==> src/rtl/bram_stage_scheduler_pkg.sv <==
// Shared types for the BRAM stage scheduler: buffer lifecycle and stage handshake states.
package bram_stage_scheduler_pkg;

  localparam int unsigned NUM_BUF_DEFAULT = 3;

  typedef enum logic [2:0] {
    BUF_FREE      = 3'd0,
    BUF_WRITING   = 3'd1,
    BUF_FILLED    = 3'd2,
    BUF_FILTERING = 3'd3,
    BUF_FILTERED  = 3'd4,
    BUF_READING   = 3'd5
  } buf_state_t;

  typedef enum logic [1:0] {
    S_IDLE     = 2'd0,
    S_WAIT_ACK = 2'd1,
    S_BUSY     = 2'd2
  } stage_state_t;

endpackage

==> src/rtl/bram_stage_scheduler_stage_sequencer.sv <==
// Start/idle handshake for one pipeline stage plus its ring pointer over the frame buffers.
module stage_sequencer
  import bram_stage_scheduler_pkg::*;
#(
  parameter int unsigned NUM_BUF = NUM_BUF_DEFAULT,
  parameter int unsigned IDX_W   = $clog2(NUM_BUF)
) (
  input  logic             clk,
  input  logic             reset,
  input  logic             enable,
  input  logic             ready_c,
  input  logic             idle,
  output logic             start,
  output logic [IDX_W-1:0] index,
  output logic [IDX_W-1:0] ptr,
  output logic             launch_c,
  output logic             done_c
);

  localparam logic [IDX_W-1:0] LAST_PTR = IDX_W'(NUM_BUF - 1);

  stage_state_t     state;
  stage_state_t     state_n;
  logic             start_n;
  logic [IDX_W-1:0] index_n;
  logic [IDX_W-1:0] ptr_n;

  // State, start pulse, granted index and pointer registers.
  always_ff @(posedge clk) begin
    if (reset) begin
      state <= S_IDLE;
      start <= 1'b0;
      index <= '0;
      ptr   <= '0;
    end else begin
      state <= state_n;
      start <= start_n;
      index <= index_n;
      ptr   <= ptr_n;
    end
  end

  // Next-state logic: launch on a ready buffer, wait for ack, wait for completion.
  always_comb begin
    state_n  = state;
    start_n  = 1'b0;
    index_n  = index;
    ptr_n    = ptr;
    launch_c = 1'b0;
    done_c   = 1'b0;
    case (state)
      S_IDLE: begin
        if (enable && ready_c) begin
          launch_c = 1'b1;
          start_n  = 1'b1;
          index_n  = ptr;
          state_n  = S_WAIT_ACK;
        end
      end
      S_WAIT_ACK: begin
        if (!idle) begin
          state_n = S_BUSY;
        end
      end
      S_BUSY: begin
        if (idle) begin
          done_c  = 1'b1;
          ptr_n   = (ptr == LAST_PTR) ? '0 : ptr + IDX_W'(1);
          state_n = S_IDLE;
        end
      end
      default: state_n = S_IDLE;
    endcase
  end

endmodule

==> src/rtl/bram_stage_scheduler.sv <==
// Rotates NUM_BUF frame BRAMs through writer -> filter -> reader, one buffer per stage at a time.
module bram_stage_scheduler
  import bram_stage_scheduler_pkg::*;
#(
  parameter int unsigned NUM_BUF = NUM_BUF_DEFAULT,
  parameter int unsigned IDX_W   = $clog2(NUM_BUF)
) (
  input  logic             clk,
  input  logic             reset,
  input  logic             enable,
  output logic             writer_start,
  output logic [IDX_W-1:0] writer_index,
  input  logic             writer_idle,
  output logic             filt_start,
  output logic [IDX_W-1:0] filt_index,
  input  logic             filt_idle,
  output logic             reader_start,
  output logic [IDX_W-1:0] reader_index,
  input  logic             reader_idle,
  output logic [3:0]       image_index_counter,
  output logic [2:0]       frames_in_flight
);

  buf_state_t       buf_q [NUM_BUF];
  buf_state_t       buf_d [NUM_BUF];
  logic [2:0]       fif_d;
  logic [IDX_W-1:0] wr_ptr;
  logic [IDX_W-1:0] filt_ptr;
  logic [IDX_W-1:0] rd_ptr;
  logic             wr_ready_c, filt_ready_c, rd_ready_c;
  logic             wr_launch_c, filt_launch_c, rd_launch_c;
  logic             wr_done_c, filt_done_c, rd_done_c;

  stage_sequencer #(.NUM_BUF(NUM_BUF), .IDX_W(IDX_W)) u_writer (
    .clk      (clk),
    .reset    (reset),
    .enable   (enable),
    .ready_c  (wr_ready_c),
    .idle     (writer_idle),
    .start    (writer_start),
    .index    (writer_index),
    .ptr      (wr_ptr),
    .launch_c (wr_launch_c),
    .done_c   (wr_done_c)
  );

  stage_sequencer #(.NUM_BUF(NUM_BUF), .IDX_W(IDX_W)) u_filt (
    .clk      (clk),
    .reset    (reset),
    .enable   (enable),
    .ready_c  (filt_ready_c),
    .idle     (filt_idle),
    .start    (filt_start),
    .index    (filt_index),
    .ptr      (filt_ptr),
    .launch_c (filt_launch_c),
    .done_c   (filt_done_c)
  );

  stage_sequencer #(.NUM_BUF(NUM_BUF), .IDX_W(IDX_W)) u_reader (
    .clk      (clk),
    .reset    (reset),
    .enable   (enable),
    .ready_c  (rd_ready_c),
    .idle     (reader_idle),
    .start    (reader_start),
    .index    (reader_index),
    .ptr      (rd_ptr),
    .launch_c (rd_launch_c),
    .done_c   (rd_done_c)
  );

  // A stage may launch only when the buffer under its pointer holds its input state (registered).
  always_comb begin
    wr_ready_c   = 1'b0;
    filt_ready_c = 1'b0;
    rd_ready_c   = 1'b0;
    for (int unsigned i = 0; i < NUM_BUF; i++) begin
      if (wr_ptr   == IDX_W'(i) && buf_q[i] == BUF_FREE)     wr_ready_c   = 1'b1;
      if (filt_ptr == IDX_W'(i) && buf_q[i] == BUF_FILLED)   filt_ready_c = 1'b1;
      if (rd_ptr   == IDX_W'(i) && buf_q[i] == BUF_FILTERED) rd_ready_c   = 1'b1;
    end
  end

  // Buffer lifecycle updates; stages always address distinct buffers, so updates never collide.
  always_comb begin
    fif_d = '0;
    for (int unsigned i = 0; i < NUM_BUF; i++) begin
      buf_d[i] = buf_q[i];
      if (wr_ptr == IDX_W'(i)) begin
        if (wr_launch_c) buf_d[i] = BUF_WRITING;
        if (wr_done_c)   buf_d[i] = BUF_FILLED;
      end
      if (filt_ptr == IDX_W'(i)) begin
        if (filt_launch_c) buf_d[i] = BUF_FILTERING;
        if (filt_done_c)   buf_d[i] = BUF_FILTERED;
      end
      if (rd_ptr == IDX_W'(i)) begin
        if (rd_launch_c) buf_d[i] = BUF_READING;
        if (rd_done_c)   buf_d[i] = BUF_FREE;
      end
      if (buf_d[i] != BUF_FREE) fif_d = fif_d + 3'd1;
    end
  end

  // Buffer state array, occupancy count and completed-frame counter.
  always_ff @(posedge clk) begin
    if (reset) begin
      for (int unsigned i = 0; i < NUM_BUF; i++) buf_q[i] <= BUF_FREE;
      frames_in_flight    <= '0;
      image_index_counter <= '0;
    end else begin
      for (int unsigned i = 0; i < NUM_BUF; i++) buf_q[i] <= buf_d[i];
      frames_in_flight <= fif_d;
      if (rd_done_c) image_index_counter <= image_index_counter + 4'd1;
    end
  end

endmodule

==> config.mk <==
export PLATFORM = sky130hd
export DESIGN_NAME = bram_stage_scheduler
export DESIGN_NICKNAME = d
export VERILOG_FILES = /design/src/rtl/bram_stage_scheduler_pkg.sv /design/src/rtl/bram_stage_scheduler_stage_sequencer.sv /design/src/rtl/bram_stage_scheduler.sv
export SDC_FILE = /design/constraint.sdc
export NUM_CORES = 1
export LEC_CHECK = 0
export ABC_AREA = 1
export CORE_ASPECT_RATIO = 0.8
export CORE_MARGIN = 3
export CORE_UTILIZATION = 42
export DETAILED_ROUTE_END_ITERATION = 16
export DONT_BUFFER_PORTS = 1
export HOLD_SLACK_MARGIN = 0.05
export PLACE_DENSITY_LB_ADDON = 0.25
export SETUP_SLACK_MARGIN = 0.05
export SLEW_MARGIN = 20
export SYNTH_ARGS = -nofsm -noshare
export SYNTH_HDL_FRONTEND = slang
export SYNTH_SLANG_ARGS = --single-unit
export TNS_END_PERCENT = 50
==> constraint.sdc <==
create_clock -name clk -period 2.8 [get_ports clk]
set_clock_uncertainty 0.15 [all_clocks]
set_input_delay 0.84 -clock clk [delete_from_list [all_inputs] [get_ports clk]]
set_output_delay 0.84 -clock clk [all_outputs]
set_load 0.005 [all_outputs]
# == After elaboration in Yosys (flattened, before gate mapping) ==
# Memories as Yosys holds them, arrays and structs flattened.
# Index checks and enable logic that the tools add are counted.
# Widths: inputs -> output; s select.
# word_totals
ff_bits,28
ramBits,9
in_bits,6
output_inout_bits,16
word_cells,156
memories,1
# memory_table
memory,words,word_bits,rd,rd_clocked_by_memory_dff,wr,line_no,rtl
buf_q,3,3,3,0,3,bram_stage_scheduler.sv:24,buf_state_t buf_q [NUM_BUF];
# classes
addsub,6
n_eq_ne,27
n_mux,72
bitwise_logic,3
n_reduce_logical,33
# op_table
operator,count
$mux 3,32
$mux 1,25
$mux 2,12
$pmux 2 s3,3
$eq 2x1->1 const B,6
$eq 2x2->1 const B,6
$logic_and 1x1->1,12
$logic_not 2->1,6
$ne 2x2->1 const B,6
$reduce_and 2->1,6
$eq 3x2->1 const B,3
$eq 3x3->1 const B,3
$logic_not 3->1,3
$reduce_and 3->1,3
$reduce_bool 3->1,3
$add 2x1->2 const B,3
$add 3x1->3 const B,2
$ne 2x1->1 const B,3
$add 4x1->4 const B,1
$or 1x1->1,3

# == Logic depth before layout (Yosys ltp) ==
# An unclocked memory read counts as a cell.
# logic_depth
word_depth,24
depth_mapped,19
ltp_nobuf,19

# == Hierarchy ==
# Synthesis repeated with hierarchy kept, for this count alone.
# unflattened
hier_cells,292
hier_area_um2,1935.6
# modules_own_cells
mod,n_inst,cells_per_inst,area_per_inst_um2
bram_stage_scheduler,1,160,1012.2
stage_sequencer,3,44,307.8

# == Worst setup path after synthesis ==
# Ideal clock, no wire load.
# synth_timing
kind,input to register
startpoint,in enable
endpoint,reg frames_in_flight[0]
setup_ps,115
t_arrival_ps,2191
t_required_ps,2535
slack_ps,344
cell_stages,15
n_path_buf,0
path_cell_list,inv_1 -> nor3_1 -> nand2_2 -> nor2_2 -> inv_2 -> nand2_2 -> nor2_1 -> o21ai_1 -> nand2_1 -> nor2_1 -> ha_1 -> inv_1 -> nand3_1 -> nand2_1 -> nor2_1
# synth_between
elab_chain_cells,18
word_cells_on_any_way,44
classes_between,add/sub (2); mux (36); reduce/logical (6)
# synth_lines
item,line_no,rtl
"start, declared",bram_stage_scheduler.sv:10,"input logic enable,"
$logic_and 1x1->1,bram_stage_scheduler_stage_sequencer.sv:53,if (enable && ready_c) begin
$mux 1,bram_stage_scheduler_stage_sequencer.sv:53,
$mux 1,n/a,
$mux 3,bram_stage_scheduler.sv:91,if (wr_launch_c) buf_d[i] = BUF_WRITING;
$mux 3,bram_stage_scheduler.sv:92,if (wr_done_c) buf_d[i] = BUF_FILLED;
$mux 3,bram_stage_scheduler.sv:90,if (wr_ptr == IDX_W'(i)) begin
$mux 3,bram_stage_scheduler.sv:95,if (filt_launch_c) buf_d[i] = BUF_FILTERING;
$mux 3,bram_stage_scheduler.sv:96,if (filt_done_c) buf_d[i] = BUF_FILTERED;
[2 not listed],n/a,
$mux 3,bram_stage_scheduler.sv:100,if (rd_done_c) buf_d[i] = BUF_FREE;
$mux 3,bram_stage_scheduler.sv:98,if (rd_ptr == IDX_W'(i)) begin
$reduce_bool 3->1,bram_stage_scheduler.sv:102,if (buf_d[i] != BUF_FREE) fif_d = fif_d + 3'd1;
$mux 1,bram_stage_scheduler.sv:102,
$add 3x1->3,bram_stage_scheduler.sv:102,
$mux 3,bram_stage_scheduler.sv:102,
$add 3x1->3,bram_stage_scheduler.sv:102,
$mux 3 (*),bram_stage_scheduler.sv:102,
"end signal, assigned",bram_stage_scheduler.sv:114,frames_in_flight <= fif_d;
"end, declared",bram_stage_scheduler.sv:21,output logic [2:0] frames_in_flight
# Mark *: on every way between the ends. The rest lies on a longest branch, timed or not.
# A chain may end at the register's enable or synchronous reset.

# == Worst setup path after layout ==
# layout_timing
startpoint,reg u_filt.ptr[1]
endpoint,reg frames_in_flight[0]
# layout_between
elab_chain_cells,20
word_cells_on_any_way,38
classes_between,add/sub (2); eq/ne (2); mux (26); reduce/logical (8)
# layout_lines
item,line_no,rtl
"start, declared",bram_stage_scheduler_stage_sequencer.sv:15,"output logic [IDX_W-1:0] ptr,"
"start signal, assigned",bram_stage_scheduler_stage_sequencer.sv:39,ptr <= ptr_n;
$logic_not 2->1,"bram_stage_scheduler.sv:80, bram_stage_scheduler.sv:94",
$logic_and 1x1->1,bram_stage_scheduler.sv:80,if (filt_ptr == IDX_W'(i) && buf_q[i] == BUF_FILLED) filt_ready_c = 1'b1;
$mux 1 (3 in series),bram_stage_scheduler.sv:80,
$logic_and 1x1->1,bram_stage_scheduler_stage_sequencer.sv:53,
$mux 1,bram_stage_scheduler_stage_sequencer.sv:53,
$mux 1,n/a,
$mux 3,bram_stage_scheduler.sv:95,
$mux 3,bram_stage_scheduler.sv:96,
[2 not listed],n/a,
$mux 3,bram_stage_scheduler.sv:100,
$mux 3,bram_stage_scheduler.sv:98,
$reduce_bool 3->1,bram_stage_scheduler.sv:102,
$mux 1,bram_stage_scheduler.sv:102,
$add 3x1->3,bram_stage_scheduler.sv:102,
$mux 3,bram_stage_scheduler.sv:102,
$add 3x1->3,bram_stage_scheduler.sv:102,
$mux 3 (*),bram_stage_scheduler.sv:102,
# Marks and branches as above.

==> metrics.txt <==
first-pass GRT wire length 6.38 mm; final net count 262; full die area 4880 µm²; initial antenna violation count 0; post-CTS sizing 0; Synth top area share 43.3%; overall power 975 µW; Tmin final 2.47 ns; CP max FO 6; RSZ-0062 raised after global routing false; Starting Density 44.4%; GPL Wtd Cong 0.928; most frequent cell after synthesis nand2_1; Arr. time, crit path 2.51 ns; Synth Instances 248; worst skew pair latency 0.29 ns; fraction of registers with async set/reset 0%; FF-to-FF path depth 16; largest net degree at the start of global routing 32; critical path capture point type flop; DRC viols 0; Seq/Total Area, Yosys 43.3%; PnR worst setup slack 0.328 ns; Slew Limit Fails 0; Hold WS 0.329 ns; Final Cycle Share 88.3%; top sig layer met4; routed wire length 3.75 mm; area leader, netlist dfxtp_1; CTS hold repair buffers 0; grt total ovfl 0; Place WS 0.106 ns; hold-critical path depth 2; Placeable Area 3850 µm²; final setup vio count 0; EDFF count, synth 0; final hold viol count 0; met1 WL 1.95 mm; Post-Route Utilization 48.0%; CTS Buf Count 5; antenna-violating nets left 0; root buffer cell clkbuf_8; Longest Clk Path Bufs 2; Synth cell types 26; WP data required 2.84 ns; Lkg Pwr 0.000811 µW; Die Y 63.1 µm; Sinks on Clock Net 37; flops & latches, synth 37; detailed-routed wire length on met2 1.53 mm; Port Buffers 0; CTS tree built; hpwl dp 2.83 mm; Max-slew headroom 77.4%; Endpoint, Worst Hold u_reader.index[1]$_SDFFE_PP0P_; register-to-register setup slack 0.33 ns; layout cells sized above 1 11.1%; wire per inst 12.2 µm; 1st-iter DRT viols 91; synth warn 0; Clk pin slew, worst setup/hold paths 0.07 ns; Setup crit start kind flop; status completed; width of the die 77.3 µm; Critical R2R Launch u_filt.ptr[1]$_SDFFE_PP0P_; HP Class flop to flop; max-cap viol count 0; Hold Path Origin u_reader.index[1]$_SDFFE_PP0P_; number of global-route vias before repair 1405; routed via count 1492; Max Clk Rate 405 MHz; GRT Util Overall 16.7%; row cnt 20; vias per cell 4.86; Pwr per Cell Area 527 nW/µm²; synth top area cells dfxtp_1 (43%), nand2_1 (12%), nor2_1 (8.3%), a21oi_1 (6.7%), inv_1 (6.4%); most common flop cell mapped by yosys dfxtp_1; Setup Fix Bufs, Post-CTS 0; H-Tree Depth 2; CP Class flop to flop; Max VDD drop 0.249 mV; Syn Area/Cell 6.89 µm²; drt first pass iters 4; n_diodes 0; setup TNS 0 ns; Met3 Routed Length 201 µm; Area Growth Syn to Fin 8.13%; post-synthesis cell area 1710 µm²; Mapped Nets 257; # IOs 22; Worst-Margin Slew 0.337 ns; R2R Path End frames_in_flight[0]$_SDFF_PP0_; list of most frequent post-synthesis cells nand2_1 (54), nor2_1 (38), dfxtp_1 (37), inv_1 (29), a21oi_1 (23)
[kinds of logic (layout without fill, tap and decap cells)]
group	count (synthesis)	in the layout	share of synthesized area [%]
fa+ha+maj	3	3	2.20
buf+inv	41	45	9.08
xor+xnor	1	1	0.513
compound gates	36	36	12.3
simple gates	130	130	32.6
flops	37	37	43.3
[placed cells by master (no fill, tap or decap)]
cell type / n
o21ai_1: 1
nor2_2: 1
a211oi_1: 3
nand3_1: 21
o21a_1: 1
a21oi_1: 23
clkbuf_8: 5
xnor2_1: 1
a21boi_1: 1
nand2_2: 8
buf_4: 1
a21boi_0: 1
nand2_1: 54
o211ai_2: 1
o21ai_0: 3
ha_1: 3
dfxtp_1: 37
nand4_1: 3
nand2_4: 1
clkinv_2: 2
clkinv_1: 1
o21ai_2: 2
inv_2: 7
inv_1: 29
nor3_1: 4
nor2_1: 38
[power by group]
group	internal (µW)	switching, µW
Clock	164	180
Combinational	28.6	52.8
Sequential	540	9.06
Total	733	242
[flip-flops by register name (all words and copies together) (netlist names)]
name / count
u_writer.start: 1
u_writer.ptr: 2
u_reader.index: 2
frames_in_flight: 3
buf_q: 9
u_writer.state: 2
u_reader.start: 1
u_filt.ptr: 2
u_filt.index: 2
u_reader.ptr: 2
u_writer.index: 2
u_filt.start: 1
u_reader.state: 2
u_filt.state: 2
image_index_counter: 4
[worst max-delay path by stage]
stage                                             from                        endpoint  slack [ns]  cells past startpoint
after global placement                          enable  frames_in_flight[0]$_SDFF_PP0_        0.10                     16
after global routing        u_filt.ptr[1]$_SDFFE_PP0P_  frames_in_flight[0]$_SDFF_PP0_        0.10                     16
after floorplan                                 enable  frames_in_flight[0]$_SDFF_PP0_        0.34                     15
after detailed placement                        enable  frames_in_flight[0]$_SDFF_PP0_        0.11                     16
after CTS                 u_reader.ptr[1]$_SDFFE_PP0P_  frames_in_flight[0]$_SDFF_PP0_        0.37                     19
final                       u_filt.ptr[1]$_SDFFE_PP0P_  frames_in_flight[0]$_SDFF_PP0_        0.33                     16
[final cells by class]
| cell class | instances | area [µm²] |
|---|---|---|
| fillers | 404 | 2010 |
| multi-input cells | 170 | 813 |
| flip-flops and latches | 37 | 741 |
| inverters | 38 | 144 |
| clock buffers | 5 | 68.8 |
| well taps | 55 | 68.8 |
| repair buffers | 1 | 7.51 |
| clock inverters | 1 | 5.00 |
[per-layer routing]
metal / track usage, % / vias up
met5: 0 / -
met4: 7.78 / 0
met3: 5.29 / 6
met2: 24.0 / 29
met1: 22.8 / 663
li1: - / 794
[worst max-delay path: stages (launching register included)]
cell and delay (ns):
dfxtp_1 0.35, nor2_1 0.21, nand4_1 0.16, nand3_1 0.15, nand2_2 0.12, inv_2 0.09, nand2_1 0.06, nand2_1 0.10
nor2_1 0.06, o21ai_2 0.17, nand2_2 0.06, a21oi_1 0.16, ha_1 0.27, inv_1 0.08, nand3_1 0.07, nand2_1 0.06
nor2_1 0.04
[stage by stage]
step / instance area (µm²) / cells
2_1_floorplan: 1710 / 248
3_3_place_gp: 1770 / 301
3_5_place_dp: 1770 / 301
4_1_cts: 1850 / 307
5_1_grt: 1850 / 307
6_report: 1850 / 307
Power figures use the tool's default switching activity.
